**src/rtl/march_sequencer.sv**
```systemverilog
// rtl/march_sequencer.sv - March C- memory test sequencer with first-failure capture
module march_sequencer #(
  parameter int ADDR_W = 5,
  parameter int DATA_W = 8
) (
  input  logic              clk,
  input  logic              rst_n,
  input  logic              start,
  input  logic              eq,
  output logic [ADDR_W-1:0] addr,
  output logic [DATA_W-1:0] data_t,
  output logic              we,
  output logic              re,
  output logic              busy,
  output logic              done,
  output logic              fail,
  output logic [ADDR_W-1:0] fail_addr,
  output logic [2:0]        fail_elem
);

  // Sequencer states
  localparam logic [2:0] ST_IDLE  = 3'd0;
  localparam logic [2:0] ST_WRITE = 3'd1;
  localparam logic [2:0] ST_READ  = 3'd2;
  localparam logic [2:0] ST_CHECK = 3'd3;
  localparam logic [2:0] ST_DONE  = 3'd4;

  // March C- has six elements, E0..E5; E5 is read-only and ends the run
  localparam logic [2:0] ELEM_FIRST = 3'd0;
  localparam logic [2:0] ELEM_LAST  = 3'd5;

  localparam logic [DATA_W-1:0] BG_ZERO = '0;
  localparam logic [DATA_W-1:0] BG_ONE  = '1;
  localparam logic [ADDR_W-1:0] ADDR_LO = '0;
  localparam logic [ADDR_W-1:0] ADDR_HI = '1;

  logic [2:0]        state;
  logic [2:0]        state_nxt;
  logic [2:0]        elem;
  logic [2:0]        elem_nxt;
  logic [2:0]        elem_inc;
  logic [ADDR_W-1:0] addr_nxt;
  logic [ADDR_W-1:0] addr_step;
  logic [DATA_W-1:0] data_nxt;
  logic              last_addr;
  logic              accept;
  logic              mismatch;

  // E3 and E4 walk the array from the top address down
  function automatic logic elem_down(input logic [2:0] e);
    return (e == 3'd3) || (e == 3'd4);
  endfunction

  // Write background: E1 and E3 write ones, E0/E2/E4 write zeros
  function automatic logic [DATA_W-1:0] write_val(input logic [2:0] e);
    return ((e == 3'd1) || (e == 3'd3)) ? BG_ONE : BG_ZERO;
  endfunction

  // Expected read background: E2 and E4 read ones, E1/E3/E5 read zeros
  function automatic logic [DATA_W-1:0] read_val(input logic [2:0] e);
    return ((e == 3'd2) || (e == 3'd4)) ? BG_ONE : BG_ZERO;
  endfunction

  // First address visited by an element
  function automatic logic [ADDR_W-1:0] first_addr(input logic [2:0] e);
    return elem_down(e) ? ADDR_HI : ADDR_LO;
  endfunction

  // Final address visited by an element
  function automatic logic [ADDR_W-1:0] final_addr(input logic [2:0] e);
    return elem_down(e) ? ADDR_LO : ADDR_HI;
  endfunction

  // Address stepping and end-of-element detection; wraps naturally modulo 2^ADDR_W
  always_comb begin
    addr_step = elem_down(elem) ? (addr - 1'b1) : (addr + 1'b1);
    last_addr = (addr == final_addr(elem));
    elem_inc  = elem + 3'd1;
    accept    = (state == ST_IDLE) && start;
    mismatch  = (state == ST_CHECK) && !eq;
  end

  // Next-state logic: the element change and address reload happen on the
  // element's final operation so no idle cycle separates two elements
  always_comb begin
    state_nxt = state;
    elem_nxt  = elem;
    addr_nxt  = addr;
    data_nxt  = data_t;
    case (state)
      ST_IDLE: begin
        if (start) begin
          state_nxt = ST_WRITE;
          elem_nxt  = ELEM_FIRST;
          addr_nxt  = ADDR_LO;
          data_nxt  = write_val(ELEM_FIRST);
        end
      end
      ST_WRITE: begin
        if (last_addr) begin
          // Closing write of E0..E4: move straight into the next element's first read
          state_nxt = ST_READ;
          elem_nxt  = elem_inc;
          addr_nxt  = first_addr(elem_inc);
          data_nxt  = read_val(elem_inc);
        end else if (elem == ELEM_FIRST) begin
          // E0 is a pure write sweep, one address per cycle
          addr_nxt = addr_step;
        end else begin
          state_nxt = ST_READ;
          addr_nxt  = addr_step;
          data_nxt  = read_val(elem);
        end
      end
      ST_READ: begin
        // Memory answers one cycle after re, so the compare happens in CHECK
        state_nxt = ST_CHECK;
      end
      ST_CHECK: begin
        if (elem == ELEM_LAST) begin
          if (last_addr) begin
            state_nxt = ST_DONE;
          end else begin
            state_nxt = ST_READ;
            addr_nxt  = addr_step;
            data_nxt  = read_val(elem);
          end
        end else begin
          // Read-then-write elements write back at the same address
          state_nxt = ST_WRITE;
          data_nxt  = write_val(elem);
        end
      end
      ST_DONE: begin
        state_nxt = ST_IDLE;
      end
      default: begin
        state_nxt = ST_IDLE;
      end
    endcase
  end

  // Sequencer state, element, address and background registers
  always_ff @(posedge clk or negedge rst_n) begin
    if (!rst_n) begin
      state  <= ST_IDLE;
      elem   <= ELEM_FIRST;
      addr   <= ADDR_LO;
      data_t <= BG_ZERO;
    end else begin
      state  <= state_nxt;
      elem   <= elem_nxt;
      addr   <= addr_nxt;
      data_t <= data_nxt;
    end
  end

  // First-mismatch capture; cleared when a new run is accepted, held otherwise
  always_ff @(posedge clk or negedge rst_n) begin
    if (!rst_n) begin
      fail      <= 1'b0;
      fail_addr <= '0;
      fail_elem <= 3'd0;
    end else if (accept) begin
      fail      <= 1'b0;
      fail_addr <= '0;
      fail_elem <= 3'd0;
    end else if (mismatch && !fail) begin
      fail      <= 1'b1;
      fail_addr <= addr;
      fail_elem <= elem;
    end
  end

  // Memory strobes and status decode directly from state, so reset clears them at once
  always_comb begin
    we   = (state == ST_WRITE);
    re   = (state == ST_READ);
    busy = (state == ST_WRITE) || (state == ST_READ) || (state == ST_CHECK);
    done = (state == ST_DONE);
  end

endmodule

```
**config.mk**
```make
export PLATFORM = sky130hd
export DESIGN_NAME = march_sequencer
export DESIGN_NICKNAME = d
export VERILOG_FILES = /design/src/rtl/march_sequencer.sv
export SDC_FILE = /design/constraint.sdc
export NUM_CORES = 1
export LEC_CHECK = 0
export ABC_AREA = 1
export CORE_MARGIN = 2
export CORE_UTILIZATION = 56
export DETAILED_ROUTE_END_ITERATION = 10
export HOLD_SLACK_MARGIN = 0.03
export PLACE_DENSITY = 0.85
export SLEW_MARGIN = 20
export SYNTH_ARGS = -nofsm -noshare
export SYNTH_HDL_FRONTEND = slang
export SYNTH_SLANG_ARGS = --single-unit
export TNS_END_PERCENT = 10
```
**constraint.sdc**
```tcl
create_clock -name clk -period 5.5 [get_ports clk]
set_input_delay 1.375 -clock clk [delete_from_list [all_inputs] [get_ports clk]]
set_output_delay 1.375 -clock clk [all_outputs]
set_load 0.02 [all_outputs]
```
After elaboration in Yosys (flattened, before gate mapping) --
Index checks and enable logic that the tools add are counted. W data, S select, Z words.
Word-level totals: register bits after elaboration 28, bits in latches 0, bits in writable memories 0, memory bits (read-only) 0, output and inout bits 26, word-level logic and storage cells 82, memories kept 0
Operators by class: add/sub/neg operators 3, multiply operators 0, div/mod/pow operators 0, $lt $le $gt $ge 0, eq/ne operators 19, shifts and indexed selects 0, multiplexer cells 32, bitwise gates (word level) 0, reduce and logical (&&, ||, !) cells 21
Operators with widths (count):
- $mux W8 | 8
- $mux W5 | 9
- $mux W3 | 9
- $pmux W8 S3 | 1
- $eq A3 B2 Y1 const B | 6
- $pmux W5 S3 | 1
- $eq A3 B3 Y1 const B | 4
- $pmux W3 S4 | 1
- $reduce_and A4 Y1 | 2
- $logic_or A1 B1 Y1 | 7
- $eq A3 B1 Y1 const B | 2
- $logic_not A3 Y1 | 2
- $ne A3 B3 Y1 const B | 2
- $pmux W3 S2 | 1
- $add A5 B1 Y5 const B | 1
- $eq A5 B5 Y1 | 1
- $sub A5 B1 Y5 const B | 1
- $ne A2 B1 Y1 const B | 2
- $ne A2 B2 Y1 const B | 2
- $reduce_bool A2 Y1 | 2
- $add A3 B1 Y3 const B | 1
- $logic_and A1 B1 Y1 | 3
- $reduce_and A3 Y1 | 1
- $reduce_bool A3 Y1 | 1
- other kinds (3) | 5

Logic depth before layout (Yosys ltp) --
Gate-level depths: netlist of the first run.
depth after elaboration 7, mapped depth 17, depth with buffers taken out 17

Least setup slack after synthesis of the first run --
OpenSTA, ideal clock, no wires.
path kind reg2out, start point register state[1], end point output re, arrival 1.061 ns, data required time 4.125 ns, slack 3.064 ns, stages on the path, launching flop included 3, path through dfrtp_1 inv_4 nor3_1
On the way: word-level cells in the longest chain between the ends 1
Ends and longest elaborated chain:
- start: declaration | RTL line 37 | logic [2:0] state;
- start signal: assignment | RTL line 151 | state <= state_nxt;
- $eq A3 B2 Y1 | RTL line 178 | re = (state == ST_READ);
- end: declaration | RTL line 13 | output logic re,
Every way passes these cells.

Worst setup path after layout of the first run --
start point register state[2], end point output we
On the way: word-level cells in the longest chain between the ends 1
Ends and longest elaborated chain:
- $eq A3 B1 Y1 | RTL line 177 | we = (state == ST_WRITE);
- end: declaration | RTL line 12 | output logic we,
Every way passes these cells.

==> run metrics, run 1 <==
status=finished clean; Hold Fails Final Rpt=0; clk buf depth=2; Final period util=57.8%; Setup CP Type=reg2out; crit end category=output port; WP data arrival=between 1500 and 2000 ps; CP required=just over 4000 ps; Clock Skew=roughly 1.7 ps; final setup fails=0; Post-CTS Setup Inserts=0; share of the synthesized area in the top cell type=between 30 and 40%; Die Area=approximately 3300 um2; register area share after synthesis=33.2%; commonest non-fill, non-tap cell in the layout=nand2_1; hold buffers post-CTS=0; Worst-path clk slew=about 120 ps; total CTS buffers=3; GRT Util Overall=21.9%; gr ovfl total=0; Mapped Area=around 1600 um2; via count of the routed design=~1,300; root buffer selected by CTS=clkbuf_4; WL/cell=12.4 um; DP Cell Count=256; maxcap violations=0; Slew Viols, Final=0; Placer Congestion=approximately 0.83; Finished Layout Cells=260; synth warn=0; flop and latch count out of synthesis=21; measured slew at the worst slew-check pin=931 ps; DRC viols=0; Routed Antenna Nets=0; number of core rows=19; post-synthesis cell count=just over 200; via/cell ratio=5.06; post-CTS sizing=0; number of global-route vias before repair=about 1,300; Cell Chain, Critical Path=inv_2, nand2_4, nor2_8, clkdlybuf4s50_1; unrepaired setup endpoints after global routing=no; first-pass GRT wire length=5620 um; IO Count=30; largest net degree at the start of global routing=22; total iterations of the first detailed-routing run=4; Syn Nets=217; dominant cells by area after synthesis=dfrtp_1 (33%), nand2_1 (11%), ha_1 (7.1%); area delta synth->final=19.2%; core area=between 2000 and 3000 um2; antenna cells=0; initial antenna violation count=0; critical path startpoint category=flop; worst-path fanout max=9; Post-DP HPWL=2550 um; CTS Sinks=21; H-tree Lvls=1; min Tclk post-route=around 3200 ps; Achievable Freq=between 300 and 400 MHz; die height=57.1 um; Clk Latency, worst-skew pair=300 ps; Synth cell types=30; maximum vdd drop=between 0.15 and 0.2 mV; # nets final=about 240; CTS tree=yes; initial core utilization=between 50% and 60%; Leak=about 1 nW; worst hold path class=reg2reg; post-synth top area cell=dfrtp_1; most frequent cells in the layout=nand2_1 (46), inv_1 (30), clkdlybuf4s50_1 (29); Critical Path Slowest Stage Cell=clkdlybuf4s50_1; Port-buffer cells=29; Largest stage delay, worst path=640 ps; Worst slew margin=between 30% and 40%; Power per Cell Area=around 180 nW/um2; DRT iter0 DRCs=35; share of cells above drive strength 1=14.8%; Die X=approximately 57 um; setup TNS=0 ps; WL final=around 3200 um; syn_area_per_cell=a little under 8 um2
==> path summary, 6_finish.rpt <==
check / slack, ps / cells past startpoint / to / from
max in group asynchronous: 3360 / 1 / state[1]$_DFFE_PN0P_ / rst_n
min in group asynchronous: 1580 / 1 / addr[0]$_DFFE_PN0P_ / rst_n
hold / removal: 540 / 2 / fail_addr[2]$_DFFE_PN0P_ / fail_addr[2]$_DFFE_PN0P_
hold reg to reg: 540 / 2 / fail_addr[2]$_DFFE_PN0P_ / fail_addr[2]$_DFFE_PN0P_
setup / recovery: 2320 / 4 / we / state[2]$_DFFE_PN0P_
setup reg to reg: 2790 / 16 / addr[4]$_DFFE_PN0P_ / elem[0]$_DFFE_PN0P_
==> cell usage after synthesis <==
cell type,count
nand2_2,4
nand3_2,4
nand4_4,1
nor2_4,1
a21oi_4,1
fa_1,1
inv_1,30
o22ai_1,6
or2_0,1
nand3b_1,1
o21ai_0,5
o211ai_1,1
xnor2_1,1
nor2_8,2
nor3_1,1
buf_4,7
o21ai_1,5
inv_4,1
o21ai_2,1
a21oi_1,5
nand2_4,5
nand3_1,20
nor2_1,12
nor2_2,4
dfrtp_1,21
nand2_1,46
nand4_1,1
ha_1,9
nand3_4,1
inv_2,5
==> cell families after synthesis <==
| group | share of synthesized area, % |
|---|---|
| flip-flops | 33.2 |
| XOR/XNOR | 0.554 |
| AND/OR/NAND/NOR | 36.6 |
| buffers and inverters | 12.0 |
| AO/OA/AOI/OAI | 9.18 |
| adder cells (fa/ha/maj) | 8.39 |
==> final cells by class <==
cell class              instances  area (um2)
repair buffers                 29         290
multi-input cells             139         866
fillers                       209         825
inverters                      36         138
clock inverters                 1        5.00
clock buffers                   3        22.5
well taps                      31        38.8
flip-flops and latches         21         526
==> critical path, delay by kind of cell, from the launching register on <==
kind                   cells  cell delay [ps]
buffers and inverters      2              770
flip-flops                 1              450
AND/OR/NAND/NOR            2              290
==> power breakdown <==
group	switching, W	internal (W)
clock network	0.0000471	0.0000271
registers	0.00000888	0.000171
logic	0.0000392	0.0000380
total	0.0000952	0.000236
==> layer usage <==
| layer | global-route usage, % | up-vias | wire [um] |
|---|---|---|---|
| met1 | 28.9 | 589 | 1430 |
| met4 | 5.65 | 0 | 55 |
| met3 | 3.63 | 6 | 132 |
| li1 | - | 693 | - |
| met2 | 37.4 | 28 | 1600 |
| met5 | 0 | - | 0 |
==> state kept, by name (all words and copies together), names as in the netlist <==
register   flops
data_t         1
state          3
fail           1
fail_addr      5
addr           5
fail_elem      3
elem           3
==> through the flow <==
stage / power, W / hold WS (ps) / area, um2 / setup slack (ps) / util (%)
after global placement: 0.000260 / 519 / 1860 / 2690 / 68.6
after global routing: 0.000347 / 578 / 1890 / 2220 / 69.6
after CTS: 0.000336 / 545 / 1890 / 2320 / 69.6
after detailed placement: 0.000261 / 523 / 1860 / 2670 / 68.6
after floorplan: 0.000219 / 552 / 1580 / 3060 / -
final: 0.000331 / 542 / 1890 / 2320 / 69.6
Note: power is estimated with default switching activity, not from simulation.
==> run 2, diff against run 1 <==
- CORE_UTILIZATION: 56 -> 52
- PLACE_DENSITY: 0.85 -> 0.8
- clock period: 5.5 -> 3.2 ns (I/O delays scaled with it)
==> run 2 against run 1 <==
  * Via count is 0.23% higher
  * Critical path type is now reg2reg
  * Design area is 0.53% higher
  * Count of clock-buffer cells in the layout stayed put
  * Clock power is 82% higher
==> run metrics, run 2 (same netlist as run 1, synthesis figures left out) <==
most frequent cells in the layout=nand2_1 (46), inv_1 (30), clkdlybuf4s50_1 (29) (unchanged); top sig layer=met4 (unchanged); number of global-route vias before repair=1,239 (was 1,267); # nets final=245 (was 244); min Tclk post-route=2640 ps; WL met1=1510 um (was 1430 um); worst hold path class=reg2reg (unchanged); Internal Power=0.000407 W (was 0.000236 W); Multi-input gate area=866 um2 (unchanged); root buffer selected by CTS=clkbuf_4 (unchanged); maxcap violations=0 (unchanged); Final period util=around 83%; total iterations of the first detailed-routing run=4 (unchanged); critical path startpoint category=flop (unchanged); CP required=3420 ps (was 4120 ps); register area=526 um2 (unchanged); maximum vdd drop=0.131 mV (was 0.193 mV); Worst-path clk slew=120 ps (about the same); sw frac=29.9% (was 28.7%); setup TNS=0 ps (unchanged); initial core utilization=53.1% (was 58.4%); CTS Sinks=21 (unchanged); Worst Setup SP=elem[0]$_DFFE_PN0P_ (was state[2]$_DFFE_PN0P_); largest registers=addr x5, fail_addr x5 (unchanged); antenna cells=0 (unchanged); DRC viols=0 (unchanged); Reg2Reg Depth=14 (was 16); Slew Viols, Final=0 (unchanged); DR WL met2=1600 um (unchanged); area delta synth->final=19.9% (was 19.2%); Post-DP HPWL=2580 um (was 2550 um); met3 wire len=92 um (was 132 um); largest net degree at the start of global routing=22 (unchanged); Die Area=3500 um2 (was 3260 um2); WL/cell=12.3 um (was 12.4 um); WL final=3240 um (was 3220 um); CTS tree=yes (unchanged); initial antenna violation count=0 (unchanged); crit end category=flop (was output port); first-pass GRT wire length=5670 um (was 5620 um); Finished Layout Cells=263 (was 260); r2r setup slk=560 ps (was 2790 ps); Clock power frac=23.3% (was 22.4%); fill cell count=261 (was 209); Net Switching=0.000173 W (was 0.0000952 W); Reg power frac=53.4% (was 54.3%); final setup fails=0 (unchanged); total CTS buffers=3 (unchanged); RR Endpoint=data_t[6]$_DFFE_PN0P_ (was addr[4]$_DFFE_PN0P_); unrepaired setup endpoints after global routing=no (unchanged); RR Startpoint=elem[0]$_DFFE_PN0P_ (unchanged); Port-buffer cells=29 (unchanged); share of cells above drive strength 1=15.2% (was 14.8%); gr ovfl total=0 (unchanged); Leak=0.999 nW (was 0.994 nW); Post-CTS Setup Inserts=0 (unchanged); logic gate share of total power=23.3% (about the same); Clock Skew=0.936 ps (was 1.73 ps); WP data arrival=2860 ps (was 1800 ps); DP Cell Count=259 (was 256); Die X=59.2 um (was 57.1 um); worst setup path endpoint=data_t[6]$_DFFE_PN0P_ (was we); via/cell ratio=5.02 (was 5.06); GRT Util Overall=21.1% (was 21.9%); Setup CP Type=reg2reg (was reg2out); commonest non-fill, non-tap cell in the layout=nand2_1 (unchanged); Power per Cell Area=306 nW/um2 (was 176 nW/um2); Routed Antenna Nets=0 (unchanged); post-CTS sizing=0 (unchanged); Achievable Freq=378 MHz; die height=59.2 um (was 57.1 um); Clk Latency, worst-skew pair=310 ps (was 300 ps); Hold Fails Final Rpt=0 (unchanged); number of core rows=20 (was 19); Worst slew margin=77.8% (was 37.8%); DRT iter0 DRCs=41 (was 35); hold buffers post-CTS=0 (unchanged); IO Count=30 (unchanged); clk buf depth=2 (unchanged); H-tree Lvls=1 (unchanged); measured slew at the worst slew-check pin=334 ps (was 931 ps); core area=2980 um2 (was 2710 um2); status=finished clean (unchanged); worst-path fanout max=10 (was 9); via count of the routed design=1,319 (was 1,316); Placer Congestion=0.805 (was 0.828)
run 2: layer usage:
layer | vias to the layer above | track usage, %
met2 | 23 | 34.9
met3 | 5 | 2.62
met1 | 591 | 28.9
met5 | - | 0
met4 | 0 | 5.84
li1 | 700 | -
run 2: power groups by stage:
stage | logic, W | clock network (W) | registers (W)
after floorplan | 0.0000248 | 0 | 0.000351
after global placement | 0.000137 | 0 | 0.000314
after detailed placement | 0.000136 | 0 | 0.000316
after CTS | 0.000137 | 0.000137 | 0.000311
after global routing | 0.000146 | 0.000150 | 0.000314
final | 0.000135 | 0.000135 | 0.000310
run 2: how the worst min path moves through the flow:
stage | startpoint | end | cells after the start | slack (ps)
finish | fail_addr[2]$_DFFE_PN0P_ | fail_addr[2]$_DFFE_PN0P_ | 2 | 540
global route | fail_addr[2]$_DFFE_PN0P_ | fail_addr[2]$_DFFE_PN0P_ | 2 | 560
CTS | fail_addr[2]$_DFFE_PN0P_ | fail_addr[2]$_DFFE_PN0P_ | 2 | 550
detailed placement | fail_addr[2]$_DFFE_PN0P_ | fail_addr[2]$_DFFE_PN0P_ | 2 | 530
global placement | fail_addr[1]$_DFFE_PN0P_ | fail_addr[1]$_DFFE_PN0P_ | 2 | 520
floorplan | rst_n | addr[0]$_DFFE_PN0P_ | 0 | 500
run 2: critical path, stage by stage, from the launching register on:
cell	delay [ps]
dfrtp_1	410
inv_1	110
ha_1	220
inv_1	90
nand2_1	160
nand2_4	150
inv_1	80
ha_1	380
nand3_1	120
nor2_2	230
nand3_4	180
nand2_2	120
nand2_1	70
o21ai_1	150
nand2_1	70
run 2: cell type report:
cell class / count / share of cell area (%)
multi-input combinational: 139 / 45.7
sequential: 21 / 27.7
timing repair buffer: 30 / 15.7
inverter: 36 / 7.26
tap: 33 / 2.18
clock buffer: 3 / 1.19
clock inverter: 1 / 0.264
run 2: metrics by stage:
step | total power (W) | cell area, um2 | util (%) | hold slack (ps) | setup WS, ps
after floorplan | 0.000376 | 1580 | - | 504 | 855
after global placement | 0.000451 | 1870 | 62.7 | 522 | 705
after global routing | 0.000609 | 1900 | 63.7 | 560 | 294
after detailed placement | 0.000452 | 1870 | 62.7 | 528 | 597
final | 0.000580 | 1900 | 63.7 | 541 | 556
after CTS | 0.000585 | 1900 | 63.7 | 550 | 560
